--- src/rtl/riscv_data_port_arbiter.sv ---
// riscv_data_port_arbiter
//
// Shares the core's single data-memory port between two requesters.
// Master 0 is the load/store unit. Master 1 is a secondary requester,
// such as the debug system bus or a DMA.
//
// Arbitration is round-robin. A master can take a lock so that its
// atomic or multi-beat sequence is not interleaved with the other
// master's requests. Responses come back in order. A small FIFO holds
// one ID bit per granted-but-unanswered transaction, and that bit routes
// each response back to the master that issued it.
//
// Ports:
//   clk_i, rst_ni          clock, asynchronous active-low reset
//   mX_req_i .. mX_atop_i  master X request and payload (X = 0, 1)
//   mX_lock_i              master X keeps ownership after this grant
//   mX_gnt_o               zero-latency grant to master X
//   mX_rvalid_o/err_o      routed response strobe and error
//   mX_rdata_o             slave read data, driven to both masters
//   s_*                    shared slave port
//   spurious_rvalid_o      rvalid arrived with nothing outstanding
//   busy_o                 any request pending or outstanding
module riscv_data_port_arbiter #(
    parameter int MAX_OUTSTANDING = 2
) (
    input  logic        clk_i,
    input  logic        rst_ni,
    input  logic        m0_req_i,
    input  logic        m0_lock_i,
    input  logic [31:0] m0_addr_i,
    input  logic        m0_we_i,
    input  logic [3:0]  m0_be_i,
    input  logic [31:0] m0_wdata_i,
    input  logic [5:0]  m0_atop_i,
    output logic        m0_gnt_o,
    output logic        m0_rvalid_o,
    output logic [31:0] m0_rdata_o,
    output logic        m0_err_o,
    input  logic        m1_req_i,
    input  logic        m1_lock_i,
    input  logic [31:0] m1_addr_i,
    input  logic        m1_we_i,
    input  logic [3:0]  m1_be_i,
    input  logic [31:0] m1_wdata_i,
    input  logic [5:0]  m1_atop_i,
    output logic        m1_gnt_o,
    output logic        m1_rvalid_o,
    output logic [31:0] m1_rdata_o,
    output logic        m1_err_o,
    output logic        s_req_o,
    output logic [31:0] s_addr_o,
    output logic        s_we_o,
    output logic [3:0]  s_be_o,
    output logic [31:0] s_wdata_o,
    output logic [5:0]  s_atop_o,
    input  logic        s_gnt_i,
    input  logic        s_rvalid_i,
    input  logic [31:0] s_rdata_i,
    input  logic        s_err_i,
    output logic        spurious_rvalid_o,
    output logic        busy_o
);

    localparam int CW = $clog2(MAX_OUTSTANDING + 1);
    localparam int PW = (MAX_OUTSTANDING > 1) ? $clog2(MAX_OUTSTANDING) : 1;

    logic                       r_last;
    logic                       r_lock;
    logic                       r_lock_id;
    logic [MAX_OUTSTANDING-1:0] r_fifo;
    logic [PW-1:0]              r_wptr;
    logic [PW-1:0]              r_rptr;
    logic [CW-1:0]              r_cnt;

    logic w_full;
    logic w_empty;
    logic w_sel;
    logic w_sel_valid;
    logic w_push;
    logic w_pop;
    logic w_head;

    // Pointers wrap modulo the FIFO depth, which need not be a power of two.
    function automatic logic [PW-1:0] ptrInc(input logic [PW-1:0] p);
        if (p == PW'(MAX_OUTSTANDING - 1)) begin
            return '0;
        end
        return p + PW'(1);
    endfunction

    assign w_full  = (r_cnt == CW'(MAX_OUTSTANDING));
    assign w_empty = (r_cnt == '0);

    // The full check uses the registered count. A response that frees a
    // slot therefore lets the next grant through only on the following cycle.
    always_comb begin
        w_sel       = 1'b0;
        w_sel_valid = 1'b0;
        if (!w_full) begin
            if (r_lock) begin
                if (r_lock_id ? m1_req_i : m0_req_i) begin
                    w_sel_valid = 1'b1;
                    w_sel       = r_lock_id;
                end
            end else if (m0_req_i && m1_req_i) begin
                w_sel_valid = 1'b1;
                w_sel       = ~r_last;
            end else if (m0_req_i) begin
                w_sel_valid = 1'b1;
                w_sel       = 1'b0;
            end else if (m1_req_i) begin
                w_sel_valid = 1'b1;
                w_sel       = 1'b1;
            end
        end
    end

    // w_sel stays 0 when nothing is selected, so the idle payload comes from master 0.
    assign s_req_o   = w_sel_valid;
    assign s_addr_o  = w_sel ? m1_addr_i  : m0_addr_i;
    assign s_we_o    = w_sel ? m1_we_i    : m0_we_i;
    assign s_be_o    = w_sel ? m1_be_i    : m0_be_i;
    assign s_wdata_o = w_sel ? m1_wdata_i : m0_wdata_i;
    assign s_atop_o  = w_sel ? m1_atop_i  : m0_atop_i;

    assign w_push   = s_req_o & s_gnt_i;
    assign m0_gnt_o = w_push & ~w_sel;
    assign m1_gnt_o = w_push &  w_sel;

    assign w_pop  = s_rvalid_i & ~w_empty;
    assign w_head = r_fifo[r_rptr];

    assign m0_rvalid_o       = w_pop & ~w_head;
    assign m1_rvalid_o       = w_pop &  w_head;
    assign m0_err_o          = w_pop & ~w_head & s_err_i;
    assign m1_err_o          = w_pop &  w_head & s_err_i;
    assign m0_rdata_o        = s_rdata_i;
    assign m1_rdata_o        = s_rdata_i;
    assign spurious_rvalid_o = s_rvalid_i & w_empty;
    assign busy_o            = m0_req_i | m1_req_i | ~w_empty;

    // Arbitration history, lock ownership and the outstanding-ID FIFO.
    // A grant without lock_i releases any lock that was held.
    always_ff @(posedge clk_i or negedge rst_ni) begin
        if (!rst_ni) begin
            r_last    <= 1'b1;
            r_lock    <= 1'b0;
            r_lock_id <= 1'b0;
            r_fifo    <= '0;
            r_wptr    <= '0;
            r_rptr    <= '0;
            r_cnt     <= '0;
        end else begin
            if (w_push) begin
                r_fifo[r_wptr] <= w_sel;
                r_wptr         <= ptrInc(r_wptr);
                r_last         <= w_sel;
                if (w_sel ? m1_lock_i : m0_lock_i) begin
                    r_lock    <= 1'b1;
                    r_lock_id <= w_sel;
                end else begin
                    r_lock <= 1'b0;
                end
            end
            if (w_pop) begin
                r_rptr <= ptrInc(r_rptr);
            end
            case ({w_push, w_pop})
                2'b10:   r_cnt <= r_cnt + CW'(1);
                2'b01:   r_cnt <= r_cnt - CW'(1);
                default: r_cnt <= r_cnt;
            endcase
        end
    end

endmodule

--- config.mk ---
export PLATFORM = sky130hd
export DESIGN_NAME = riscv_data_port_arbiter
export DESIGN_NICKNAME = d
export VERILOG_FILES = /design/src/rtl/riscv_data_port_arbiter.sv
export SDC_FILE = /design/constraint.sdc
export NUM_CORES = 1
export LEC_CHECK = 0
export CAP_MARGIN = 20
export CORE_AREA = 5 5 130 132
export DETAILED_ROUTE_END_ITERATION = 8
export DIE_AREA = 0 0 135 137
export GPL_TIMING_DRIVEN = 0
export SETUP_SLACK_MARGIN = 0.05
export SYNTH_ARGS = -nofsm -noshare
export SYNTH_HDL_FRONTEND = slang
export SYNTH_SLANG_ARGS = --single-unit
--- constraint.sdc ---
create_clock -name clk_i -period 3.26 [get_ports clk_i]
set_input_delay 0.652 -clock clk_i [delete_from_list [all_inputs] [get_ports clk_i]]
set_output_delay 0.652 -clock clk_i [all_outputs]
set_load 0.01 [all_outputs]
==> results of run 1 <==
==> area by class of cell <==
| type | count | area share |
|---|---|---|
| inverter | 2 | 0.00138 |
| tap | 216 | 0.0496 |
| multi-input combinational | 261 | 0.208 |
| timing repair buffer | 307 | 0.568 |
| sequential | 9 | 0.0416 |
| buffer | 81 | 0.117 |
| clock buffer | 4 | 0.0145 |
==> worst max-delay path: stages <==
cell and delay (ns):
clkdlybuf4s50_1 0.45, nand3b_1 0.12, and4_1 0.21, buf_6 0.14, buf_4 0.17, nand2_1 0.09
nand2_1 0.06, clkdlybuf4s50_1 0.53
==> cell families (layout without fill, tap and decap cells) <==
| kind of cell | count (synthesis) | in the layout | synth area share |
|---|---|---|---|
| AOI/OAI and AO/OA | 12 | 12 | 0.0474 |
| DFF | 9 | 9 | 0.118 |
| muxes | 1 | 1 | 0.00520 |
| and+or+nand+nor | 242 | 242 | 0.499 |
| adders and majority gates | 1 | 1 | 0.00649 |
| xor gates and xnor gates | 5 | 5 | 0.0227 |
| buffers and inverters | 83 | 394 | 0.301 |
==> routing by layer <==
layer  up-vias  global-route usage
li1       1636                   -
met1      1315               0.121
met2       205               0.208
met3         4              0.0430
met4         0              0.0168
met5         -                   0
==> worst min-delay path by stage <==
stage	slack (ns)	endpoint	cells after the start
3_3_place_gp	0.49	r_rptr	1
5_1_grt	0.52	r_rptr	1
6_report	0.50	r_rptr	1
2_1_floorplan	0.36	r_cnt[0]	0
4_1_cts	0.50	r_rptr	1
3_5_place_dp	0.49	r_rptr	1
==> what timing repair did <==
action / CTS / global route
endpoints found under the setup margin: 75 / 44
endpoints found under the hold margin: 0 / 0
resized for setup: 48 / 35
buffers inserted: 1 / 0
==> state kept, by name, summed over array words and instances (netlist names) <==
register and flops:
r_last 1, r_lock_id 1, r_cnt 2, r_rptr 1, r_lock 1, r_wptr 1, r_fifo 2
==> report_power, final <==
group,switching (uW),internal (uW)
registers,59.4,174
clock network,53.8,164
logic,1050,1200
total,1160,1540
==> per-stage QoR <==
stage,TNS [ns],std cells,util
after floorplan,0,353,-
after global placement,-20.14,875,0.337
after detailed placement,-20.32,875,0.337
after CTS,0,880,0.344
after global routing,0,880,0.349
final,0,880,0.349
==> cells in the mapped netlist, types with 2 or more instances <==
master / n
buf_4: 68
and2_1: 3
dfrtp_1: 8
o21ai_0: 3
o31ai_1: 2
buf_1: 3
xnor2_1: 4
nor2_1: 3
nand2_1: 226
clkbuf_1: 4
inv_1: 2
buf_2: 5
==> results.md, run 1 <==
* Status: completed
* N_diodes at 0
* Area after DPL at around 5300 um^2
* Yosys top cell area share at 0.440
* Largest area contributor in the netlist: nand2_1
* Initial core utilization at 0.124
* Total Nets Final at 857
* Tmin final at 3.09 ns
* Number of clock buffers inserted by TritonCTS at 3
* WL final at 12100 um
* Synthesized instance count at 353
* End of the critical path: s_addr_o[3]
* Total Routing Usage GR at 0.111
* P per Cell Area at ~490 nW/um^2
* # IOs at roughly 340
* Final setup viols at 0
* Crit path kind: in2out
* Most frequent cells in the layout: 256 x clkdlybuf4s50_1, 226 x nand2_1, 74 x buf_4
* Worst reg2reg endpoint: r_cnt[1]
* Starting DRC count in detailed routing at 60
* Lkg Pwr at around 0.0028 uW
* Yosys warnings at 0
* Largest cells by area after synthesis: nand2_1 44%, buf_4 26%, dfrtp_1 10%, xnor2_1 1.8%, dfstp_2 1.4%
* CP Launch Type: input pin
* HP Class: reg2reg
* Slew HR at 0.729
* Die height at 137 um
* Max Cap Viol at 0
* Critical path arrival at ~2.4 ns
* Post-route cell area at about 5400 um^2
* Detailed-router iteration count before antenna repair at 6
* Vias in the first global route at between 3000 and 4000
* Hold Startpoint: r_rptr
* Cell Rows at 46
* Slew of the pin with the lowest slew margin at between 0.4 and 0.5 ns
* DRC Markers at 0
* Max VDD drop at 0.000188 V
* Met3 wire length at approximately 1600 um
* Reg2Reg Depth at 5
* Die area at roughly 18000 um^2
* Async SR Flop Fraction at 1.00
* Storage cell area at 226 um^2
* Grt ovf at 0
* Cts-stage hold buffer count at 0
* H-tree Lvls at 1
* CTS tree: built
* Worst slack at placement at -0.548 ns
* Leading cell type in the layout, fill and taps excluded: clkdlybuf4s50_1
* Fillers at roughly 1700
* Clk buf depth at 2
* Max-slew violation count at 0
* Vias/cell at 3.59
* Final worst slack at 0.174 ns
* Yosys reg bits at 9
* Synth Net Count at 545
* EDFF count, synth at 0
* Final ANT Viol Nets at 0
* Hold slack final at around 0.50 ns
* RR Startpoint: r_lock_id
* R2R Setup Slk at 1.52 ns
* Crit. End Element: output port
* Placed wire-length estimate at 10700 um
* Yosys cell types at 34
* I/O Buffers at 306
* Syn avg cell area at about 5.5 um^2
* Synth Cell Area at 1930 um^2
* CP required at about 2.6 ns
* Synthesis-to-layout area growth at 183%
* Core area at 15600 um^2
* Vias at between 3000 and 4000
* Clock sinks at 9
* Wl on met1 at approximately 4300 um
* Root Buffer: clkbuf_16
* Ys flop type: dfrtp_1
* Fin crit share at 0.947
* Reg clk slew, reported paths at roughly 0.040 ns
* Area occupied by multi-input gates at 1130 um^2
* Chip Width at 135 um
* Seq/Total Area, Yosys at 0.118
* CP max FO at 10
* WL met2 at a little over 6000 um
* Max Freq at 324 MHz
* GPL Wtd Cong at ~0.73
* Pin count of the biggest net entering global routing at 11
* Global-route wire length before repair at approximately 16000 um
* CP Launch Point: m0_req_i
* Unrepaired setup endpoints after global routing: true
* Total power at about 2700 uW
* Initial antenna violation count at 0
* Clk_lat worst skew at 0.23 ns
* Top layer in use: met4
* Hold Fails Final Rpt at 0
* Clock Skew at about 0.00051 ns
* Layout cells sized above 1 at 0.136
* WL per Instance at around 14 um
(Power assumes the default switching activity.)
==> inputs of run 2 (changes only) <==
==> constraint.sdc (replaced) <==
create_clock -name clk_i -period 3.7 [get_ports clk_i]
set_input_delay 0.74 -clock clk_i [delete_from_list [all_inputs] [get_ports clk_i]]
set_output_delay 0.74 -clock clk_i [all_outputs]
set_load 0.01 [all_outputs]
==> run 2 against run 1 <==
Global-route usage about the same. Via count unchanged. Final area decreased by 1.5%. Critical path type unchanged. Largest cell class unchanged.
==> results.md, run 2 (synthesis gave the netlist of run 1 again) <==
* Grt ovf at 0 (unchanged)
* WL final at 12000 um (was 12100 um)
* Pin count of the biggest net entering global routing at 11 (unchanged)
* Slew of the pin with the lowest slew margin at 0.543 ns (was 0.406 ns)
* Unrepaired setup endpoints after global routing: false (was true)
* Critical path, cell by cell: clkdlybuf4s50_1 -> nand3b_1 -> and4_1 -> clkbuf_4 -> buf_8 -> buf_4 -> nand2_1 -> nand2_1 -> clkdlybuf4s50_1 (was clkdlybuf4s50_1 -> nand3b_1 -> and4_1 -> buf_6 -> buf_4 -> nand2_1 -> nand2_1 -> clkdlybuf4s50_1)
* Die height at 137 um (unchanged)
* Layout cells sized above 1 at 0.133 (was 0.136)
* CP Launch Type: input pin (unchanged)
* Tmin final at 3.46 ns
* Largest regs: r_cnt: 2 flops, r_fifo: 2 flops (unchanged)
* Final worst slack at 0.239 ns (was 0.174 ns)
* Lkg Pwr at 0.00250 uW (was 0.00277 uW)
* Core area at 15600 um^2 (unchanged)
* Vias/cell at 3.59 (about the same)
* Detailed-router iteration count before antenna repair at 6 (unchanged)
* CP peak stage delay at 0.54 ns (was 0.53 ns)
* Clk buf depth at 2 (unchanged)
* Hold Crit Depth at 1 (unchanged)
* Cts-stage hold buffer count at 0 (unchanged)
* Slowest CP cell: clkdlybuf4s50_1 (unchanged)
* Synthesis-to-layout area growth at 178% (was 183%)
* I/O Buffers at 306 (unchanged)
* P per Cell Area at 450 nW/um^2 (was 495 nW/um^2)
* Fin crit share at 0.935
* WL per Instance at 13.7 um (about the same)
* Clock sinks at 9 (unchanged)
* # IOs at 339 (unchanged)
* Cell Rows at 46 (unchanged)
* CP max FO at 10 (unchanged)
* Crit path kind: in2out (unchanged)
* Final setup viols at 0 (unchanged)
* Storage cell area at 226 um^2 (unchanged)
* Number of clock buffers inserted by TritonCTS at 3 (unchanged)
* DRC Markers at 0 (unchanged)
* Final Core Density at 0.344 (was 0.349)
* Final ANT Viol Nets at 0 (unchanged)
* CP required at 2.96 ns (was 2.61 ns)
* Die area at 18500 um^2 (unchanged)
* Area occupied by multi-input gates at 1120 um^2 (was 1130 um^2)
* GPL Wtd Cong at 0.732 (unchanged)
* H-tree Lvls at 1 (unchanged)
* Max VDD drop at 0.000165 V (was 0.000188 V)
* HP Class: reg2reg (unchanged)
* CTS tree: built (unchanged)
* RR Startpoint: r_lock_id (unchanged)
* Vias at 3160 (unchanged)
* Reg2Reg Depth at 5 (unchanged)
* Leading cell type in the layout, fill and taps excluded: clkdlybuf4s50_1 (unchanged)
* Max Freq at ~290 MHz
* Global-route wire length before repair at 16200 um (was 16300 um)
* Reg clk slew, reported paths at 0.04 ns (about the same)
* Vias in the first global route at 3093 (was 3096)
* Placed Cells at 875 (unchanged)
* Root Buffer: clkbuf_16 (unchanged)
* Clock Skew at 0.000871 ns (was 0.000511 ns)
* Initial antenna violation count at 0 (unchanged)
* Placed wire-length estimate at 10700 um (unchanged)
* Hold Startpoint: r_rptr (unchanged)
* Critical path arrival at 2.72 ns (was 2.43 ns)
* Crit. End Element: output port (unchanged)
* Total Routing Usage GR at 0.111 (about the same)
* Starting DRC count in detailed routing at 66 (was 60)
* Max-slew violation count at 0 (unchanged)
* Status: completed (unchanged)
* Final Instance Count excl. Fillers at 879 (was 880)
* Hold Fails Final Rpt at 0 (unchanged)
* Fillers at 1708 (was 1694)
* Total Nets Final at 856 (was 857)
* TNS Setup at 0 ns (unchanged)
* R2R Setup Slk at 1.94 ns (was 1.52 ns)
* Slew HR at 0.638 (was 0.729)
* Max Cap Viol at 0 (unchanged)
* Chip Width at 135 um (unchanged)
* Clk_lat worst skew at 0.23 ns (about the same)
* Hold Path End: r_rptr (unchanged)
* Worst slack at placement at -0.284 ns (was -0.548 ns)
* Most frequent cells in the layout: 305 x clkdlybuf4s50_1, 226 x nand2_1, 70 x buf_4 (was 256 x clkdlybuf4s50_1, 226 x nand2_1, 74 x buf_4)
* Initial core utilization at 0.124 (unchanged)
* Worst reg2reg endpoint: r_cnt[1] (unchanged)
* N_diodes at 0 (unchanged)
## run 2: layout make-up
cell class,instances,area share
Buffer,80,0.109
Clock buffer,4,0.0147
Inverter,2,0.00140
Multi-Input combinational cell,261,0.209
Sequential cell,9,0.0422
Tap cell,216,0.0504
Timing Repair Buffer,307,0.573
## run 2: where the power goes
| group | switching, uW | internal (uW) | leakage (uW) |
|---|---|---|---|
| logic | 914 | 1100 | 0.00235 |
| registers | 49.9 | 153 | 0.000108 |
| clock network | 45.9 | 144 | 0.0000382 |
## run 2: layer usage
layer / track usage / vias up / wire (um)
met5: 0 / - / 0
met2: 0.206 / 204 / 5980
met3: 0.0438 / 6 / 1580
li1: - / 1634 / -
met4: 0.0207 / 0 / 99
met1: 0.119 / 1316 / 4340
## run 2: timing repair
| item | 4_1_cts | 5_1_grt |
|---|---|---|
| endpoints found under the setup margin | 30 | 41 |
| setup buffers | 1 | 0 |
| endpoints found under the hold margin | 0 | 0 |
| gates resized for setup | 4 | 9 |
| pin swaps | 0 | 0 |
## run 2: how the worst max path moves through the flow
| stage | start | cells past startpoint | slack [ns] | to |
|---|---|---|---|---|
| 2_1_floorplan | m0_req_i | 6 | 1.34 | s_addr_o[16] |
| 5_1_grt | m0_req_i | 9 | 0.06 | s_wdata_o[1] |
| 3_5_place_dp | m0_req_i | 8 | -0.28 | s_addr_o[23] |
| 4_1_cts | m0_req_i | 8 | 0.11 | s_wdata_o[24] |
| 6_report | m0_req_i | 9 | 0.24 | s_be_o[1] |
| 3_3_place_gp | m0_req_i | 8 | -0.27 | s_addr_o[22] |
## run 2: critical path: cells and delay by family
family	cells	cell delay, ns
buffers and inverters	5	1.52
AND/OR/NAND/NOR	4	0.45
## run 2: through the flow
| stage | total power, uW | hold slack (ns) | area [um^2] |
|---|---|---|---|
| 2_1_floorplan | 1110 | 0.444 | 1930 |
| 3_3_place_gp | 2250 | 0.485 | 5260 |
| 3_5_place_dp | 2250 | 0.493 | 5260 |
| 4_1_cts | 2470 | 0.501 | 5350 |
| 5_1_grt | 2620 | 0.516 | 5360 |
| 6_report | 2410 | 0.495 | 5360 |
==> inputs of run 3 (changes only) <==
--- a/config.mk
+++ b/config.mk
@@ -6,11 +6,14 @@
 export NUM_CORES = 1
 export LEC_CHECK = 0
 export CAP_MARGIN = 20
-export CORE_AREA = 5 5 130 132
+export CORE_AREA = 5 5 128 130
 export DETAILED_ROUTE_END_ITERATION = 8
-export DIE_AREA = 0 0 135 137
+export DIE_AREA = 0 0 133 135
+export DONT_BUFFER_PORTS = 1
 export GPL_TIMING_DRIVEN = 0
+export HOLD_SLACK_MARGIN = 0.05
 export SETUP_SLACK_MARGIN = 0.05
 export SYNTH_ARGS = -nofsm -noshare
 export SYNTH_HDL_FRONTEND = slang
 export SYNTH_SLANG_ARGS = --single-unit
+export TNS_END_PERCENT = 50
==> run 3 against run 2 <==
Final area shrank 58%. Register-to-register slack is essentially flat. First-iteration DRC count shrank 45%. Highest routed layer unchanged.
==> results.md, run 3 (synthesis gave the netlist of run 1 again) <==
* Status: completed (unchanged)
* Critical path arrival at 2.26 ns (was 2.72 ns)
* Most frequent cells in the layout: 226 x nand2_1, 68 x buf_4, 8 x dfrtp_1 (was 305 x clkdlybuf4s50_1, 226 x nand2_1, 70 x buf_4)
* CP max FO at 10 (unchanged)
* Max-slew violation count at 0 (unchanged)
* HP Class: in2async (was reg2reg)
* Met3 wire length at 938 um (was 1580 um)
* Core area at 15000 um^2 (was 15600 um^2)
* Die height at 135 um (was 137 um)
* H-tree Lvls at 1 (unchanged)
* Global-route wire length before repair at 12500 um (was 16200 um)
* Max Freq at 333 MHz (was 289 MHz)
* Cts-stage hold buffer count at 0 (unchanged)
* WL final at 9650 um (was 12000 um)
* Detailed-router iteration count before antenna repair at 4 (was 6)
* Final setup viols at 0 (unchanged)
* Lkg Pwr at 0.00128 uW (was 0.00250 uW)
* Clock Skew at 0.00215 ns (was 0.000871 ns)
* Max Cap Viol at 0 (unchanged)
* Root Buffer: clkbuf_16 (unchanged)
* Cell Rows at 45 (was 46)
* Leading cell type in the layout, fill and taps excluded: nand2_1 (was clkdlybuf4s50_1)
* Hold Fails Final Rpt at 0 (unchanged)
* Vias in the first global route at 2185 (was 3093)
* Clock sinks at 9 (unchanged)
* # IOs at 339 (unchanged)
* Fin crit share at 0.812 (was 0.935)
* WL met2 at 5080 um (was 5980 um)
* Placed Cells at 541 (was 875)
* Unrepaired setup endpoints after global routing: false (unchanged)
* Total Nets Final at 550 (was 856)
* Clk buf depth at 2 (unchanged)
* TNS Setup at 0 ns (unchanged)
* Placed wire-length estimate at 8690 um (was 10700 um)
* DRC Markers at 0 (unchanged)
* Total power at 1560 uW (was 2410 uW)
* Max VDD drop at 0.000204 V (was 0.000165 V)
* Final worst slack at 0.697 ns (was 0.239 ns)
* GPL Wtd Cong at 0.725 (was 0.732)
* Fillers at 1740 (was 1708)
* Storage cell area at 226 um^2 (unchanged)
* Worst slack at placement at 0.580 ns (was -0.284 ns)
* Crit. End Element: output port (unchanged)
* Synthesis-to-layout area growth at 16.4% (was 178%)
* Largest regs: r_cnt: 2 flops, r_fifo: 2 flops (unchanged)
* Tmin final at 3.00 ns (was 3.46 ns)
* Vias/cell at 3.97 (was 3.59)
* Post-CTS resize count at 0 (was 4)
* Slew of the pin with the lowest slew margin at 0.574 ns (was 0.543 ns)
* Vias at 2170 (was 3160)
* Final ANT Viol Nets at 0 (unchanged)
* WL per Instance at 17.7 um (was 13.7 um)
* Final Instance Count excl. Fillers at 546 (was 879)
* Layout cells sized above 1 at 0.227 (was 0.133)
* Starting DRC count in detailed routing at 36 (was 66)
* # Post-CTS Setup Buffers at 0 (was 1)
* Grt ovf at 0 (unchanged)
* Area occupied by multi-input gates at 1120 um^2 (unchanged)
* Total Routing Usage GR at 0.0900 (was 0.111)
* CTS tree: built (unchanged)
* Wl on met1 at 3410 um (was 4340 um)
* Chip Width at 133 um (was 135 um)
* P per Cell Area at 695 nW/um^2 (was 450 nW/um^2)
* Initial core utilization at 0.128 (was 0.124)
* Die area at 18000 um^2 (was 18500 um^2)
* Number of clock buffers inserted by TritonCTS at 3 (unchanged)
* Slew HR at 0.617 (was 0.638)
* CP Launch Type: flop (was input pin)
* Reg clk slew, reported paths at 0.04 ns (about the same)
* Top layer in use: met4 (unchanged)
* Initial antenna violation count at 1 (was 0)
* Pin count of the biggest net entering global routing at 11 (unchanged)
* I/O Buffers at 0 (was 306)
* Clk_lat worst skew at 0.23 ns (about the same)
* Crit path kind: reg2out (was in2out)
* Final Core Density at 0.149 (was 0.344)
* CP required at 2.96 ns (about the same)
==> run 3: cell count changes in the layout (fill, tap and decap cells not counted), sizes merged <==
cell and change:
clkdlybuf4s50 -305, diode +1, dlymetal6s2s -1
==> run 3: final timing paths <==
check	startpoint	endpoint	slack, ns	depth (start not counted)
max	r_cnt[0]	s_wdata_o[8]	0.70	6
min	rst_ni	r_lock	0.20	0
min in group clk_i	r_rptr	r_rptr	0.49	1
min reg2reg	r_rptr	r_rptr	0.49	1
max reg2reg	r_lock_id	r_cnt[1]	1.94	6
max in group asynchronous	rst_ni	r_last	3.33	0
==> run 3: where the power goes <==
group          internal, uW  leakage [uW]  switching, uW
Sequential              153      0.000108           50.5
Combinational           348       0.00113            816
Clock                   144     0.0000382           46.7
==> run 3: metal layers <==
metal / global-route usage / vias to the layer above
met1: 0.0982 / 936
met4: 0.0318 / 0
met2: 0.172 / 198
met3: 0.0183 / 10
li1: - / 1026
met5: 0 / -
==> run 3: area by class of cell <==
type / instances / area share
Antenna cell: 1 / 0.00112
Inverter: 2 / 0.00335
Sequential cell: 9 / 0.101
Multi-Input combinational cell: 261 / 0.499
Clock buffer: 4 / 0.0351
Buffer: 81 / 0.255
Tap cell: 188 / 0.105
==> run 3: stage by stage <==
step	cell area, um^2	hold slack, ns
2_1_floorplan	1930	0.444
3_3_place_gp	2160	0.445
3_5_place_dp	2160	0.445
4_1_cts	2240	0.195
5_1_grt	2240	0.191
6_report	2240	0.200
==> run 3: critical path: stages (launching register included) <==
cell	delay (ns)
dfrtp_1	0.44
nand2b_4	0.19
nand4_1	0.25
buf_2	0.36
buf_1	0.50
nand2_1	0.11
nand2_1	0.18
